## config.mk

```make
export PLATFORM = sky130hd
export DESIGN_NAME = uart_tx_arb
export DESIGN_NICKNAME = d
export VERILOG_FILES = /design/src/rtl/uart_tx_arb.sv
export SDC_FILE = /design/constraint.sdc
export NUM_CORES = 1
export LEC_CHECK = 0
export ABC_CLOCK_PERIOD_IN_PS = 2000
export CORE_AREA = 2 2 50 52
export DETAILED_ROUTE_END_ITERATION = 8
export DIE_AREA = 0 0 52 54
export GPL_ROUTABILITY_DRIVEN = 0
export GPL_TIMING_DRIVEN = 0
export PLACE_DENSITY = 0.75
export SKIP_CTS_REPAIR_TIMING = 1
export SLEW_MARGIN = 20
export SYNTH_ARGS = -nofsm -noshare
export SYNTH_HDL_FRONTEND = slang
export SYNTH_SLANG_ARGS = --single-unit
export TNS_END_PERCENT = 1
```

## constraint.sdc

```tcl
create_clock -name i_clk -period 2 [get_ports i_clk]
set_clock_uncertainty 0.2 [all_clocks]
set_input_delay 0.2 -clock i_clk [delete_from_list [all_inputs] [get_ports i_clk]]
set_output_delay 0.2 -clock i_clk [all_outputs]
set_load 0.02 [all_outputs]
```

## src/rtl/uart_tx_arb.sv

```systemverilog
// Round-robin whole-message arbiter for two writers onto the UART TX FIFO; optional idle-owner timeout via UART_ARB_TIMEOUT_EN.
// Grant 1 cycle after req from IDLE; data path zero latency; rdy drops combinationally with tx_fifo_full.
module uart_tx_arb #(
    parameter logic [19:0] TIMEOUT = 20'd200000
) (
    input  logic       i_clk,
    input  logic       i_rst_n,
    input  logic       i_req0,
    input  logic       i_req1,
    input  logic [7:0] i_wdata0,
    input  logic [7:0] i_wdata1,
    input  logic       i_wten0,
    input  logic       i_wten1,
    input  logic       i_last0,
    input  logic       i_last1,
    output logic       o_gnt0,
    output logic       o_gnt1,
    output logic       o_rdy0,
    output logic       o_rdy1,
    output logic [7:0] o_tx_wdata,
    output logic       o_tx_wten,
    input  logic       i_tx_fifo_full,
    output logic [7:0] o_drop_cnt,
    output logic       o_timeout
);

    typedef enum logic [1:0] {IDLE, OWN0, OWN1} state_t;

    state_t     r_state;
    state_t     w_next;
    logic       r_gnt0;
    logic       r_gnt1;
    logic       r_last_owner;
    logic [7:0] r_drop_cnt;
    logic       r_timeout;

    logic w_rdy0;
    logic w_rdy1;
    logic w_acc0;
    logic w_acc1;
    logic w_drop;
    logic w_to_hit;

    assign w_rdy0 = r_gnt0 & ~i_tx_fifo_full;
    assign w_rdy1 = r_gnt1 & ~i_tx_fifo_full;
    assign w_acc0 = i_wten0 & w_rdy0;
    assign w_acc1 = i_wten1 & w_rdy1;
    assign w_drop = (i_wten0 & ~w_rdy0) | (i_wten1 & ~w_rdy1);

`ifdef UART_ARB_TIMEOUT_EN
    logic [19:0] r_to_cnt;

    // Fires on the cycle the count would reach TIMEOUT; an accepted write that cycle wins instead.
    assign w_to_hit = (r_gnt0 | r_gnt1) & ~i_tx_fifo_full & ~(w_acc0 | w_acc1)
                    & (r_to_cnt == TIMEOUT - 20'd1);

    always_ff @(posedge i_clk or negedge i_rst_n) begin
        if (!i_rst_n) begin
            r_to_cnt <= 20'd0;
        end else if ((w_next != r_state) || w_acc0 || w_acc1) begin
            r_to_cnt <= 20'd0;
        end else if ((r_state != IDLE) && !i_tx_fifo_full) begin
            r_to_cnt <= r_to_cnt + 20'd1;
        end
    end
`else
    assign w_to_hit = &{1'b0, TIMEOUT};
`endif

    always_comb begin
        w_next = r_state;
        case (r_state)
            IDLE: begin
                if (i_req0 && (!i_req1 || r_last_owner))
                    w_next = OWN0;
                else if (i_req1)
                    w_next = OWN1;
            end
            OWN0: begin
                if ((w_acc0 && i_last0) || !i_req0 || w_to_hit) begin
                    if (i_req1)
                        w_next = OWN1;
                    else if (w_acc0 && i_last0 && i_req0)
                        w_next = OWN0;
                    else
                        w_next = IDLE;
                end
            end
            OWN1: begin
                if ((w_acc1 && i_last1) || !i_req1 || w_to_hit) begin
                    if (i_req0)
                        w_next = OWN0;
                    else if (w_acc1 && i_last1 && i_req1)
                        w_next = OWN1;
                    else
                        w_next = IDLE;
                end
            end
            default: w_next = IDLE;
        endcase
    end

    always_ff @(posedge i_clk or negedge i_rst_n) begin
        if (!i_rst_n) begin
            r_state      <= IDLE;
            r_gnt0       <= 1'b0;
            r_gnt1       <= 1'b0;
            r_last_owner <= 1'b1;
            r_drop_cnt   <= 8'd0;
            r_timeout    <= 1'b0;
        end else begin
            r_state   <= w_next;
            r_gnt0    <= (w_next == OWN0);
            r_gnt1    <= (w_next == OWN1);
            r_timeout <= w_to_hit;
            // Any exit from an OWN state records that owner, even when it is immediately re-granted.
            if (r_state == OWN0 && w_next != OWN0)
                r_last_owner <= 1'b0;
            else if (r_state == OWN1 && w_next != OWN1)
                r_last_owner <= 1'b1;
            else if (r_state == OWN0 && w_acc0 && i_last0)
                r_last_owner <= 1'b0;
            else if (r_state == OWN1 && w_acc1 && i_last1)
                r_last_owner <= 1'b1;
            if (w_drop && (r_drop_cnt != 8'hFF))
                r_drop_cnt <= r_drop_cnt + 8'd1;
        end
    end

    assign o_gnt0     = r_gnt0;
    assign o_gnt1     = r_gnt1;
    assign o_rdy0     = w_rdy0;
    assign o_rdy1     = w_rdy1;
    assign o_tx_wten  = w_acc0 | w_acc1;
    assign o_tx_wdata = r_gnt0 ? i_wdata0 : (r_gnt1 ? i_wdata1 : 8'd0);
    assign o_drop_cnt = r_drop_cnt;
    assign o_timeout  = r_timeout;

endmodule

```

==> metrics.md, run 1 <==
| Metric | Value |
|---|---|
| Clock root cell | `clkbuf_4` |
| Most common cell in the netlist | `dfrtp_1` |
| Post-Place Setup Slack | `-0.197 ns` |
| Crit start category | `primary input` |
| Final Hold Viols | `0` |
| Overflow after GRT | `0` |
| Setup_tns | `0 ns` |
| DRC viols | `0` |
| Die Span Y | `54 µm` |
| IO Count | `47` |
| PwrDens | `1050 nW/µm²` |
| GRT met3 Usage | `0.0667` |
| RR Startpoint | `o_gnt0$_DFF_PN0_` |
| # diodes | `0` |
| Max-Cap Viols | `0` |
| Final HPWL DP | `1740 µm` |
| Post-DR wirelength/cell | `13.8 µm` |
| Max Root-Sink Buffers | `2` |
| Crit end category | `output port` |
| Required time of the critical path | `1.60 ns` |
| Leak | `0.570 nW` |
| CTS H-tree depth | `1` |
| Worst-path clk slew | `0.08 ns` |
| CTS tree | `yes` |
| Hold slack final | `0.0736 ns` |
| Unrepaired setup endpoints after global routing | `yes` |
| Post-synthesis sequential area ratio | `0.413` |
| Distinct cells, synth | `35` |
| Global-route track usage on met1 | `0.162` |
| Slowest-stage cell, CP | `clkdlybuf4s50_1` |
| First-pass GRT wire length | `3280 µm` |
| Final period demand of the worst path | `1.93 ns` |
| Clock Sinks | `13` |
| Async S/R FF share, synth | `1.00` |
| FMAX | `518 MHz` |
| Post-route ant nets | `0` |
| Row count | `18` |
| GR Util All Layers | `0.161` |
| RR Endpoint | `o_drop_cnt[7]$_DFFE_PN0P_` |
| Post-synth top area cell | `dfrtp_1` |
| R2R Setup Slk | `0.30 ns` |
| Total CTS buffers | `3` |
| Largest cells by area after synthesis | `dfrtp_1, a22o_1, dfstp_2` |
| Seq cells post-synth | `13` |
| Area Overhead vs Synth | `61.6%` |
| Top cells by count, synth | `dfrtp_1, a22o_1, inv_1, nand2_1` |
| DRT iter0 DRCs | `7` |
| Busiest grt layer | `met2` |
| Share of cells above drive strength 1 | `0.163` |
| Final Setup Violations | `0` |
| Largest net degree at the start of global routing | `14` |
| Post-synth EDFFs | `0` |
| Clk_lat worst skew | `0.28 ns` |
| Syn Area/Cell | `9.88 µm²` |
| Net Count, Synth | `106` |
| CP Cell Sequence | `clkdlybuf4s50_1, nor2b_2, clkdlybuf4s50_1` |
| Initial antenna violation count | `0` |
| Final WL | `2190 µm` |
| Die Area | `2810 µm²` |
| Critical path type | `in -> out` |
| Initial core utilization | `0.341` |
| Worst hold path type | `in -> async` |
| First-pass DRT Iterations | `4` |
| Post-synth top area share | `0.380` |
| Main synth FF type | `dfrtp_1` |
| CP max stage delay | `0.64 ns` |
| Most frequent CP cell | `clkdlybuf4s50_1` |
| Max-slew violations | `0` |
| Synthesized cell area | `791 µm²` |
| Status | `finished, final reports clean` |
| Die W | `52 µm` |
| Critical path peak fanout | `3` |
| Synth Instances | `80` |
| Vias in the first global route | `731` |
| Final-stage net count | `156` |
| DR vias/cell | `5.06` |
| Worst-case vdd ir drop | `0.800 mV` |
| Setup ws final | `0.0683 ns` |
| Max transition margin | `0.634` |
| Core outline area | `2320 µm²` |
| Fillers | `213` |
| Detailed-route via count | `805` |
| Count of input and output buffers | `45` |
| Worst slew pin tran | `0.548 ns` |
| YS warnings | `0` |
| Grt met2 use | `0.295` |
| Worst Setup SP | `i_tx_fifo_full` |
| Reg2Reg Depth | `4` |
| CP arrival | `1.53 ns` |
| Final Cycle Share | `0.966` |
| Critical Path Sink | `o_rdy0` |
[cells in the final DEF (no fill, tap or decap), types with 2 or more instances in the layout]
master	Yosys	layout
clkbuf_2	0	8
a22o_1	9	9
clkdlybuf4s50_1	0	36
nor3_1	2	2
nand4_1	2	2
mux2_1	2	2
inv_1	5	5
buf_2	1	2
nor2_1	4	4
nand3_1	4	4
nor4_1	2	2
nand2_1	5	5
o211a_1	2	2
xnor2_1	2	2
clkbuf_4	0	3
dfrtp_1	12	12
xor2_1	3	3
a21oi_1	3	3
[per-layer routing]
layer / share of wire / vias up / routed length, µm
li1: - / 395 / -
met1: 0.37 / 362 / 806
met2: 0.48 / 46 / 1050
met3: 0.15 / 2 / 320
met4: 0.0046 / 0 / 10
met5: 0 / - / 0
[state kept, by name, indices dropped and copies added (netlist names)]
| register | flops |
|---|---|
| o_drop_cnt | 8 |
| r_state | 2 |
| o_gnt0 | 1 |
| o_gnt1 | 1 |
| r_last_owner | 1 |
[kinds of logic after synthesis]
group / after synthesis / share of synthesized area
compound gates: 22 / 0.234
xor+xnor: 5 / 0.0554
fa+ha+maj: 1 / 0.0158
buf+inv: 9 / 0.0491
flops: 13 / 0.413
mux: 3 / 0.0427
other cells: 1 / 0.00474
simple gates: 26 / 0.185
[critical path: cells and delay by family]
kind | cells | cell delay, ns
and+or+nand+nor | 1 | 0.21
buffers and inverters | 2 | 1.13
[metrics by stage]
| stage | instances | power, mW | instance area [µm²] | utilization |
|---|---|---|---|---|
| finish | 159 | 1.34 | 1280 | 0.551 |
| global route | 159 | 1.44 | 1280 | 0.551 |
| CTS | 159 | 1.37 | 1310 | 0.563 |
| detailed placement | 155 | 1.20 | 1280 | 0.551 |
| global placement | 155 | 1.19 | 1280 | 0.551 |
| floorplan | 80 | 0.869 | 791 | - |
[worst min path at each step]
stage,start,to,cells after the start
finish,i_rst_n,o_drop_cnt[1]$_DFFE_PN0P_,1
floorplan,i_rst_n,o_drop_cnt[0]$_DFFE_PN0P_,0
global route,i_rst_n,o_drop_cnt[2]$_DFFE_PN0P_,1
CTS,i_rst_n,o_drop_cnt[0]$_DFFE_PN0P_,1
global placement,o_drop_cnt[5]$_DFFE_PN0P_,o_drop_cnt[5]$_DFFE_PN0P_,1
detailed placement,o_drop_cnt[5]$_DFFE_PN0P_,o_drop_cnt[5]$_DFFE_PN0P_,1
[cell type report]
cell class	instances	area, µm²	area share
timing repair buffer	45	413	0.323
sequential	13	327	0.256
tap	30	37.5	0.0294
clock inverter	1	5.00	0.00392
buffer	4	21.3	0.0167
clock buffer	3	22.5	0.0176
multi-input combinational	58	433	0.339
inverter	5	18.8	0.0147
[where the power goes]
part	internal [mW]	switching, mW	total, mW
clock	0.0742	0.0864	0.161
sequential	0.362	0.116	0.479
combinational	0.355	0.346	0.701
No activity file was read; power rests on OpenSTA's default activity.
==> run 2: changes to the inputs <==
SKIP_LAST_GASP = 1   (was default)
==> metrics.md, run 2 (synthesized netlist as in run 1, its figures left out) <==
| Metric | Value |
|---|---|
| Worst-path clk slew | `0.08 ns (about the same)` |
| Count of input and output buffers | `45 (unchanged)` |
| FMAX | `502 MHz (-3.0%)` |
| PwrDens | `1010 nW/µm² (-3.3%)` |
| Core outline area | `2320 µm² (unchanged)` |
| Row count | `18 (unchanged)` |
| Most frequent cells in the layout | `clkdlybuf4s50_1, dfrtp_1, a22o_1, dlymetal6s2s_1` |
| Status | `finished, final reports clean` |
| Critical path type | `reg -> out` |
| Setup_tns | `0 ns (unchanged)` |
| Overflow after GRT | `0 (unchanged)` |
| Die Area | `2810 µm² (unchanged)` |
| Largest net degree at the start of global routing | `14 (unchanged)` |
| DRT iter0 DRCs | `6 (-1)` |
| Most common cell after layout, fill and taps aside | `clkdlybuf4s50_1` |
| First-pass GRT wire length | `3280 µm (unchanged)` |
| Worst slew pin tran | `0.548 ns (unchanged)` |
| Die W | `52 µm (unchanged)` |
| Share of cells above drive strength 1 | `0.101 (-0.0620)` |
| GR Util All Layers | `0.161 (unchanged)` |
| Clk_lat worst skew | `0.28 ns (about the same)` |
| Required time of the critical path | `1.60 ns (about the same)` |
| IO Count | `47 (unchanged)` |
| Max Root-Sink Buffers | `2 (unchanged)` |
| Final period demand of the worst path | `1.99 ns (+0.0595 ns)` |
| # diodes | `0 (unchanged)` |
| Final HPWL DP | `1740 µm (unchanged)` |
| Crit end category | `output port` |
| Slowest-stage cell, CP | `dfrtp_1` |
| DRC viols | `0 (unchanged)` |
| Leak | `0.672 nW (+18%)` |
| Final WL | `2200 µm (+0.27%)` |
| Final Setup Violations | `0 (unchanged)` |
| Crit start category | `flop` |
| Post-DR wirelength/cell | `13.8 µm (+0.27%)` |
| Detailed-route via count | `809 (+0.50%)` |
| Initial core utilization | `0.341 (unchanged)` |
| Final Cycle Share | `0.996 (+0.0297)` |
| Clock root cell | `clkbuf_4` |
| Post-route ant nets | `0 (unchanged)` |
| Worst-case vdd ir drop | `0.805 mV (+0.67%)` |
| Critical path peak fanout | `10 (+7)` |
| Max transition margin | `0.634 (unchanged)` |
| Number of flip-flops in the largest register | `8 (unchanged)` |
| Final-stage net count | `156 (unchanged)` |
| Final Hold Viols | `0 (unchanged)` |
| First-pass DRT Iterations | `4 (unchanged)` |
| Worst Setup SP | `o_gnt0$_DFF_PN0_` |
| Hold slack final | `0.0737 ns (+0.000115 ns)` |
| CP arrival | `1.59 ns (+0.06 ns)` |
| Worst hold path type | `in -> async` |
| CTS H-tree depth | `1 (unchanged)` |
| Total CTS buffers | `3 (unchanged)` |
| Unrepaired setup endpoints after global routing | `yes` |
| Max-Cap Viols | `0 (unchanged)` |
| Initial antenna violation count | `0 (unchanged)` |
| Die Span Y | `54 µm (unchanged)` |
| DR vias/cell | `5.09 (+0.50%)` |
| Max-slew violations | `0 (unchanged)` |
| CP max stage delay | `0.39 ns (-0.25 ns)` |
| CP Cell Sequence | `buf_2, nor2b_1, clkbuf_2, a22o_1, dlymetal6s2s_1` |
| Vias in the first global route | `731 (unchanged)` |
| Area Overhead vs Synth | `69.1%` |
| Clock Sinks | `13 (unchanged)` |
| Reg2Reg Depth | `4 (unchanged)` |
| RR Startpoint | `o_gnt0$_DFF_PN0_` |
| CTS tree | `yes` |
## run 2: cell types whose count changed in the layout (fill, tap and decap cells not counted), sizes merged
| cell | delta |
|---|---|
| dlymetal6s2s | +8 |
| buf | -1 |
| clkbuf | -7 |
## run 2: final timing paths
| check | to | slack [ns] |
|---|---|---|
| max | o_tx_wdata[3] | 0.009 |
| min | o_drop_cnt[1]$_DFFE_PN0P_ | 0.07 |
| max reg2reg | o_drop_cnt[7]$_DFFE_PN0P_ | 0.30 |
| min reg2reg | o_drop_cnt[5]$_DFFE_PN0P_ | 0.29 |
| max in group asynchronous | r_last_owner$_DFFE_PN1P_ | 1.16 |
| min in group i_clk | o_drop_cnt[5]$_DFFE_PN0P_ | 0.29 |
## run 2: worst max-delay path: cells and delay by family (launching register included)
family | cells | cell delay (ns)
buffers and inverters | 3 | 0.62
flip-flops | 1 | 0.39
AO/OA/AOI/OAI | 1 | 0.18
AND/OR/NAND/NOR | 1 | 0.12
## run 2: layer usage
metal	track usage	up-vias	part of all wire
li1	-	395	-
met1	0.162	366	0.37
met2	0.295	46	0.48
met3	0.0667	2	0.15
met4	0.0658	0	0.0045
met5	0	-	0
## run 2: cell type report
class / instances / area, µm²
timing repair buffer: 45 / 473
inverter: 5 / 18.8
sequential: 13 / 327
fill: 205 / 982
clock buffer: 3 / 22.5
tap: 30 / 37.5
buffer: 4 / 21.3
multi-input combinational: 58 / 433
clock inverter: 1 / 5.00
## run 2: where the power goes
group	leakage (nW)	internal [mW]	total, mW	switching [mW]
logic	0.499	0.373	0.718	0.345
registers	0.155	0.362	0.479	0.116
clock network	0.0177	0.0742	0.161	0.0864
## run 2: stage by stage
| step | utilization | power, mW | cell area, µm² | instances | setup WS [ns] |
|---|---|---|---|---|---|
| 2_1_floorplan | - | 0.869 | 791 | 80 | 0.150 |
| 3_3_place_gp | 0.551 | 1.19 | 1280 | 155 | -0.165 |
| 3_5_place_dp | 0.551 | 1.20 | 1280 | 155 | -0.197 |
| 4_1_cts | 0.563 | 1.37 | 1310 | 159 | -0.513 |
| 5_1_grt | 0.577 | 1.46 | 1340 | 159 | -0.0858 |
| 6_report | 0.577 | 1.36 | 1340 | 159 | 0.00880 |
